[src/rtl/serial_sample_receiver_pkg.sv]
// Shared definitions for the sine-sample serial receive path.
// Holds the default widths and the receiver state encoding.
package serial_sample_receiver_pkg;

   localparam int unsigned DATA_W_DEF = 32;
   localparam int unsigned BCNT_W_DEF = 6;
   localparam int unsigned WCNT_W_DEF = 16;

   typedef enum logic [1:0] {
      ST_IDLE    = 2'd0,
      ST_SHIFT   = 2'd1,
      ST_WAIT_LD = 2'd2,
      ST_DRAIN   = 2'd3
   } rx_state_e;

endpackage

[src/rtl/serial_sample_receiver_if.sv]
// Serial frame inputs and valid/ready word output of the sample receiver.
// slave = receiver side, master = link driver / word consumer side.
interface serial_sample_receiver_if
   import serial_sample_receiver_pkg::*;
#(
   parameter int unsigned DATA_W = DATA_W_DEF
) ();

   logic              SI;
   logic              bit_en;
   logic              CS_n;
   logic              LD_n;
   logic [DATA_W-1:0] d_out;
   logic              d_valid;
   logic              d_ready;

   modport slave (
      input  SI, bit_en, CS_n, LD_n, d_ready,
      output d_out, d_valid
   );

   modport master (
      output SI, bit_en, CS_n, LD_n, d_ready,
      input  d_out, d_valid
   );

endinterface

[src/rtl/serial_shift_in.sv]
// MSB-first deserialiser: shift register plus count of bits taken since clr.
// clr and shift in the same cycle start a new word with SI as its first bit.
module serial_shift_in
   import serial_sample_receiver_pkg::*;
#(
   parameter int unsigned DATA_W = DATA_W_DEF,
   parameter int unsigned BCNT_W = BCNT_W_DEF
) (
   input  logic              clk,
   input  logic              RST,
   input  logic              clr,
   input  logic              shift,
   input  logic              SI,
   output logic [DATA_W-1:0] q,
   output logic [BCNT_W-1:0] cnt
);

   logic [DATA_W-1:0] q_d, q_q;
   logic [BCNT_W-1:0] cnt_d, cnt_q;

   always_comb begin
      q_d   = q_q;
      cnt_d = cnt_q;
      if (clr) begin
         q_d   = '0;
         cnt_d = '0;
      end
      if (shift) begin
         q_d   = {q_d[DATA_W-2:0], SI};
         cnt_d = cnt_d + BCNT_W'(1);
      end
   end

   always_ff @(posedge clk) begin
      if (!RST) begin
         q_q   <= '0;
         cnt_q <= '0;
      end else begin
         q_q   <= q_d;
         cnt_q <= cnt_d;
      end
   end

   assign q   = q_q;
   assign cnt = cnt_q;

endmodule

[src/rtl/serial_sample_receiver.sv]
// Receive end of the sine-sample serial link: frames SI into DATA_W-bit words,
// flags malformed frames and hold-register overruns, counts accepted words.
module serial_sample_receiver
   import serial_sample_receiver_pkg::*;
#(
   parameter int unsigned DATA_W = DATA_W_DEF,
   parameter int unsigned BCNT_W = BCNT_W_DEF,
   parameter int unsigned WCNT_W = WCNT_W_DEF
) (
   input  logic                  clk,
   input  logic                  RST,
   serial_sample_receiver_if.slave bus,
   output logic                  frame_err,
   output logic                  overrun,
   output logic [WCNT_W-1:0]     word_cnt
);

   localparam logic [BCNT_W-1:0] LAST_BIT = BCNT_W'(DATA_W - 1);

   rx_state_e         state_d, state_q;
   logic [DATA_W-1:0] d_out_d, d_out_q;
   logic              d_valid_d, d_valid_q;
   logic              frame_err_d, frame_err_q;
   logic              overrun_d, overrun_q;
   logic [WCNT_W-1:0] word_cnt_d, word_cnt_q;

   logic              sr_clr_c;
   logic              sr_shift_c;
   logic              bad_frame_c;
   logic              word_done_c;
   logic [DATA_W-1:0] sr_q;
   logic [BCNT_W-1:0] sr_cnt;

   serial_shift_in #(
      .DATA_W (DATA_W),
      .BCNT_W (BCNT_W)
   ) u_shift_in (
      .clk   (clk),
      .RST   (RST),
      .clr   (sr_clr_c),
      .shift (sr_shift_c),
      .SI    (bus.SI),
      .q     (sr_q),
      .cnt   (sr_cnt)
   );

   // Frame sequencing: decides when bits are taken and how each frame ends.
   always_comb begin
      state_d     = state_q;
      sr_clr_c    = 1'b0;
      sr_shift_c  = 1'b0;
      bad_frame_c = 1'b0;
      word_done_c = 1'b0;
      unique case (state_q)
         ST_IDLE: begin
            if (!bus.CS_n) begin
               state_d    = ST_SHIFT;
               sr_clr_c   = 1'b1;
               sr_shift_c = bus.bit_en;
            end
         end
         ST_SHIFT: begin
            if (bus.CS_n) begin
               bad_frame_c = 1'b1;
               state_d     = ST_IDLE;
            end else if (!bus.LD_n) begin
               bad_frame_c = 1'b1;
               state_d     = ST_DRAIN;
            end else if (bus.bit_en) begin
               sr_shift_c = 1'b1;
               if (sr_cnt == LAST_BIT) state_d = ST_WAIT_LD;
            end
         end
         ST_WAIT_LD: begin
            // An extra bit outranks a simultaneous load strobe.
            if (bus.bit_en) begin
               bad_frame_c = 1'b1;
               state_d     = bus.CS_n ? ST_IDLE : ST_DRAIN;
            end else if (!bus.LD_n) begin
               word_done_c = 1'b1;
               state_d     = bus.CS_n ? ST_IDLE : ST_DRAIN;
            end else if (bus.CS_n) begin
               bad_frame_c = 1'b1;
               state_d     = ST_IDLE;
            end
         end
         ST_DRAIN: begin
            if (bus.CS_n) state_d = ST_IDLE;
         end
         default: state_d = ST_IDLE;
      endcase
   end

   // Hold register, pulse flags and accepted-word counter.
   always_comb begin
      d_out_d     = d_out_q;
      d_valid_d   = d_valid_q;
      word_cnt_d  = word_cnt_q;
      overrun_d   = 1'b0;
      frame_err_d = bad_frame_c;
      if (word_done_c) begin
         if (!d_valid_q || bus.d_ready) begin
            d_out_d    = sr_q;
            d_valid_d  = 1'b1;
            word_cnt_d = word_cnt_q + WCNT_W'(1);
         end else begin
            overrun_d = 1'b1;
         end
      end else if (d_valid_q && bus.d_ready) begin
         d_valid_d = 1'b0;
      end
   end

   always_ff @(posedge clk) begin
      if (!RST) begin
         state_q     <= ST_IDLE;
         d_out_q     <= '0;
         d_valid_q   <= 1'b0;
         frame_err_q <= 1'b0;
         overrun_q   <= 1'b0;
         word_cnt_q  <= '0;
      end else begin
         state_q     <= state_d;
         d_out_q     <= d_out_d;
         d_valid_q   <= d_valid_d;
         frame_err_q <= frame_err_d;
         overrun_q   <= overrun_d;
         word_cnt_q  <= word_cnt_d;
      end
   end

   assign bus.d_out   = d_out_q;
   assign bus.d_valid = d_valid_q;
   assign frame_err   = frame_err_q;
   assign overrun     = overrun_q;
   assign word_cnt    = word_cnt_q;

endmodule

[src/flat_wrapper.sv]
// flat-port wrapper written by rule: the top's interface ports become plain ports
module serial_sample_receiver_flat import serial_sample_receiver_pkg::*;
#(
   parameter int unsigned DATA_W = DATA_W_DEF,
   parameter int unsigned BCNT_W = BCNT_W_DEF,
   parameter int unsigned WCNT_W = WCNT_W_DEF
)
  (clk, RST, frame_err, overrun, word_cnt, bus_SI, bus_bit_en, bus_CS_n, bus_LD_n, bus_d_ready, bus_d_out, bus_d_valid);
  serial_sample_receiver_if #(.DATA_W(DATA_W)) bus_i ();
  input  logic clk;
  input  logic RST;
  output logic frame_err;
  output logic overrun;
  output logic [WCNT_W-1:0] word_cnt;
  input wire logic [$bits(bus_i.SI)-1:0] bus_SI;
  input wire logic [$bits(bus_i.bit_en)-1:0] bus_bit_en;
  input wire logic [$bits(bus_i.CS_n)-1:0] bus_CS_n;
  input wire logic [$bits(bus_i.LD_n)-1:0] bus_LD_n;
  input wire logic [$bits(bus_i.d_ready)-1:0] bus_d_ready;
  output wire logic [$bits(bus_i.d_out)-1:0] bus_d_out;
  output wire logic [$bits(bus_i.d_valid)-1:0] bus_d_valid;
  assign bus_i.SI = bus_SI;
  assign bus_i.bit_en = bus_bit_en;
  assign bus_i.CS_n = bus_CS_n;
  assign bus_i.LD_n = bus_LD_n;
  assign bus_i.d_ready = bus_d_ready;
  assign bus_d_out = bus_i.d_out;
  assign bus_d_valid = bus_i.d_valid;
  serial_sample_receiver #(.DATA_W(DATA_W), .BCNT_W(BCNT_W), .WCNT_W(WCNT_W)) u_core (.clk(clk), .RST(RST), .bus(bus_i), .frame_err(frame_err), .overrun(overrun), .word_cnt(word_cnt));
endmodule
[config.mk]
export PLATFORM = sky130hd
export DESIGN_NAME = serial_sample_receiver_flat
export DESIGN_NICKNAME = d
export VERILOG_FILES = /design/src/rtl/serial_sample_receiver_pkg.sv /design/src/rtl/serial_sample_receiver_if.sv /design/src/rtl/serial_shift_in.sv /design/src/rtl/serial_sample_receiver.sv /design/src/flat_wrapper.sv
export SDC_FILE = /design/constraint.sdc
export NUM_CORES = 1
export LEC_CHECK = 0
export CORE_MARGIN = 8
export CORE_UTILIZATION = 30
export CTS_CLUSTER_SIZE = 12
export DETAILED_ROUTE_END_ITERATION = 10
export PLACE_DENSITY = 0.61
export SLEW_MARGIN = 5
export SYNTH_ARGS = -nofsm -noshare
export SYNTH_HDL_FRONTEND = slang
export SYNTH_SLANG_ARGS = --single-unit
export TNS_END_PERCENT = 5
[constraint.sdc]
create_clock -name clk -period 3.3 [get_ports clk]
set_input_delay 0.825 -clock clk [delete_from_list [all_inputs] [get_ports clk]]
set_output_delay 0.825 -clock clk [all_outputs]
set_load 0.02 [all_outputs]
==> impl_metrics.toml <==
[power]
peakVddDrop_uv = 194
power_density_nw_per_um2 = 485
cellLeakagePower_nw = 1.47

[clock_tree]
ctsResizeCount = 0
clk_pin_slew_ns = 0.06
numCtsBuffers = 9
htreeDepth = 3
cts.sinks = 91
cts_tree = "yes"
cts-root-buf = "clkbuf_16"
worstSkewPairLatency_ns = 0.34
post_cts_buffers = 0
clock_path_buffers = 2
cts_hold_buf = 0

[timing]
fin_crit_sh_pct = 72.2
clock_skew_ns = 0.00733
setup_viol = 0
fmax_mhz = 420
worst_slew_pin_slew_ns = 0.737
period_needed_ns = 2.38
hold_viol_final = 0
drv_slew = 0
rsz0062_at_grt = "no"
fin_tns_setup_ns = 0
relSlewSlack_pct = 50.8

[detailed_routing]
vias = 3007
drt_iter0_drc = 138
antenna_left = 0
avgViaCountPerCell = 4.71
wl_per_cell_um = 12.6
detail_route.first_pass.iterations = 4
routed_wl_mm = 8.06
drc = 0

[critical_path]
path_buf_inv = 2
cp.arrival_ns = 2.60
cp_cell_sequence = "clkdlybuf4s50_1 > nand2b_1 > and2_1 > ha_1 > inv_1 > nor4_1 > xnor2_1 > nor2_1"
crit_required_ns = 3.52
end_kind = "register"
crit_family = "simple AND/OR/NAND/NOR gates"
crit_slowest_cell = "clkdlybuf4s50_1"
cp_slowest_stage_delay_ns = 0.56
cp_max_fo = 8
critPathKind = "input port to register"
cp-start-kind = "input port"

[synth]
avgSynthCellArea_sq_um = 8.09
ys_seq_area_share_pct = 51.4
syn-num-nets = 452
synth_edf_count = 0
synthArstFlopShare_pct = 0
yosys_register_bits = 91
syn_area_sq_um = 3540
yosys_warnings = 0
syn-instance-count = 438
ys.flop_type = "dfxtp_1"
synth_cell_types = 42

[floorplanning]
die-area_sq_um = 15600
die_w_um = 125
initial_core_util_pct = 30.9
die-height_um = 125
rows = 39
core_area_sq_um = 11500
boundaryPins = 58

[finish]
layout_commonest_cell = "nand2_1"
area_growth_pct = 28.4
drive_above_1_share_pct = 5.66
stdcell_count = 638
nets = 505
diodes = 0
layout_common_cells = "nand2_1, dfxtp_1, a21oi_1, clkdlybuf4s50_1, nor2_1"
final_area_sq_um = 4550

[place]
placed_area_sq_um = 4270
dp.cells = 623
gp_congestion = 0.752
dp_hpwl_mm = 5.50
port-buffer-count = 57

[global_route]
grt_max_degree = 44
grt_pass1_vias = 2984
grt.overflow.total = 0
grt_pass1_wl_mm = 14.1
grtUsageTotal_pct = 10.8
antenna_found_initial = 0

[flow_run]
maxCapViolCount = 0

[status]
outcome = "complete, no violations"

[worst_hold_path]
hold_class = "register to register"
[stage by stage]
stage          setup slack [ns]  util [%]  hold WS [ns]  total power [mW]
2_1_floorplan              1.20         -         0.432              1.21
3_3_place_gp              0.603      37.2         0.446              1.24
3_5_place_dp              0.542      37.2         0.446              1.24
4_1_cts                   0.901      39.7         0.454              2.24
5_1_grt                   0.723      39.7         0.477              2.29
6_report                  0.917      39.7         0.452              2.21
[kinds of logic after synthesis]
| logic type | after synthesis | share of synthesized area (%) |
|---|---|---|
| AND/OR/NAND/NOR | 198 | 24.9 |
| AO/OA/AOI/OAI | 102 | 15.5 |
| flip-flops | 91 | 51.4 |
| buffers and inverters | 31 | 3.49 |
| XOR/XNOR | 8 | 1.98 |
| adder cells (fa/ha/maj) | 7 | 2.47 |
| multiplexers | 1 | 0.282 |
[synthesized netlist by cell type (2+ instances only)]
| library cell | n | area [sq um] |
|---|---|---|
| nand2_1 | 138 | 518 |
| dfxtp_1 | 91 | 1820 |
| a21oi_1 | 79 | 395 |
| clkbuf_1 | 16 | 60.1 |
| nor2_1 | 14 | 52.6 |
| o21ai_0 | 10 | 50.1 |
| or3_1 | 9 | 56.3 |
| ha_1 | 7 | 87.6 |
| buf_2 | 6 | 30.0 |
| inv_1 | 6 | 22.5 |
| nand4_1 | 6 | 37.5 |
| and2_1 | 5 | 31.3 |
| and3_1 | 4 | 25.0 |
| nand3_1 | 4 | 20.0 |
| xnor2_1 | 4 | 35.0 |
| xor2_1 | 4 | 35.0 |
| nand2b_1 | 3 | 18.8 |
| buf_1 | 2 | 7.51 |
| nor2b_1 | 2 | 12.5 |
| nor3_1 | 2 | 10.0 |
| nor4_1 | 2 | 12.5 |
| o21bai_1 | 2 | 15.0 |
| o31ai_1 | 2 | 15.0 |
| or4_1 | 2 | 15.0 |
[final timing paths]
check | from | to | slack [ns] | cells past startpoint
setup reg to reg | u_core.state_q[0] | u_core.word_cnt[13] | 1.26 | 6
hold reg to reg | u_core.bus.d_out[14] | u_core.bus.d_out[14] | 0.45 | 2
hold / removal | u_core.bus.d_out[14] | u_core.bus.d_out[14] | 0.45 | 2
setup / recovery | bus_CS_n | u_core.u_shift_in.cnt[4] | 0.92 | 8
[routing by layer]
layer,share of wire [%],routed length (um),track usage [%],up-vias
li1,-,-,-,1569
met1,45,3660,12.3,1380
met2,47,3820,17.7,48
met3,5.2,421,3.11,10
met4,1.9,156,6.38,0
met5,0,0,0,-
[cell type report]
type / instances / area [sq um]
clock buffers: 10 / 229
clock inverters: 5 / 55.1
fillers: 1155 / 6920
inverters: 7 / 26.3
multi-input cells: 316 / 1600
flip-flops and latches: 91 / 1820
well taps: 143 / 179
repair buffers: 66 / 638
[registers in the layout (all words and copies together) (netlist names)]
register and cells:
u_core.bus.d_out 32, u_core.bus.d_valid 1, u_core.frame_err 1, u_core.overrun 1, u_core.state_q 2, u_core.u_shift_in.cnt 6, u_core.u_shift_in.q 32, u_core.word_cnt 16
[where the power goes]
group	switching, mW	internal (mW)
clock network	0.408	0.580
logic	0.0750	0.0349
registers	0.00450	1.10
[worst register-to-register path: cells and delay by family (launching register included)]
family          cells  cell delay [ns]
simple gates        3             1.10
flops               1             0.34
fa+ha+maj           1             0.26
compound gates      1             0.15
buf+inv             1             0.12
No activity file was read; power rests on OpenSTA's default activity.
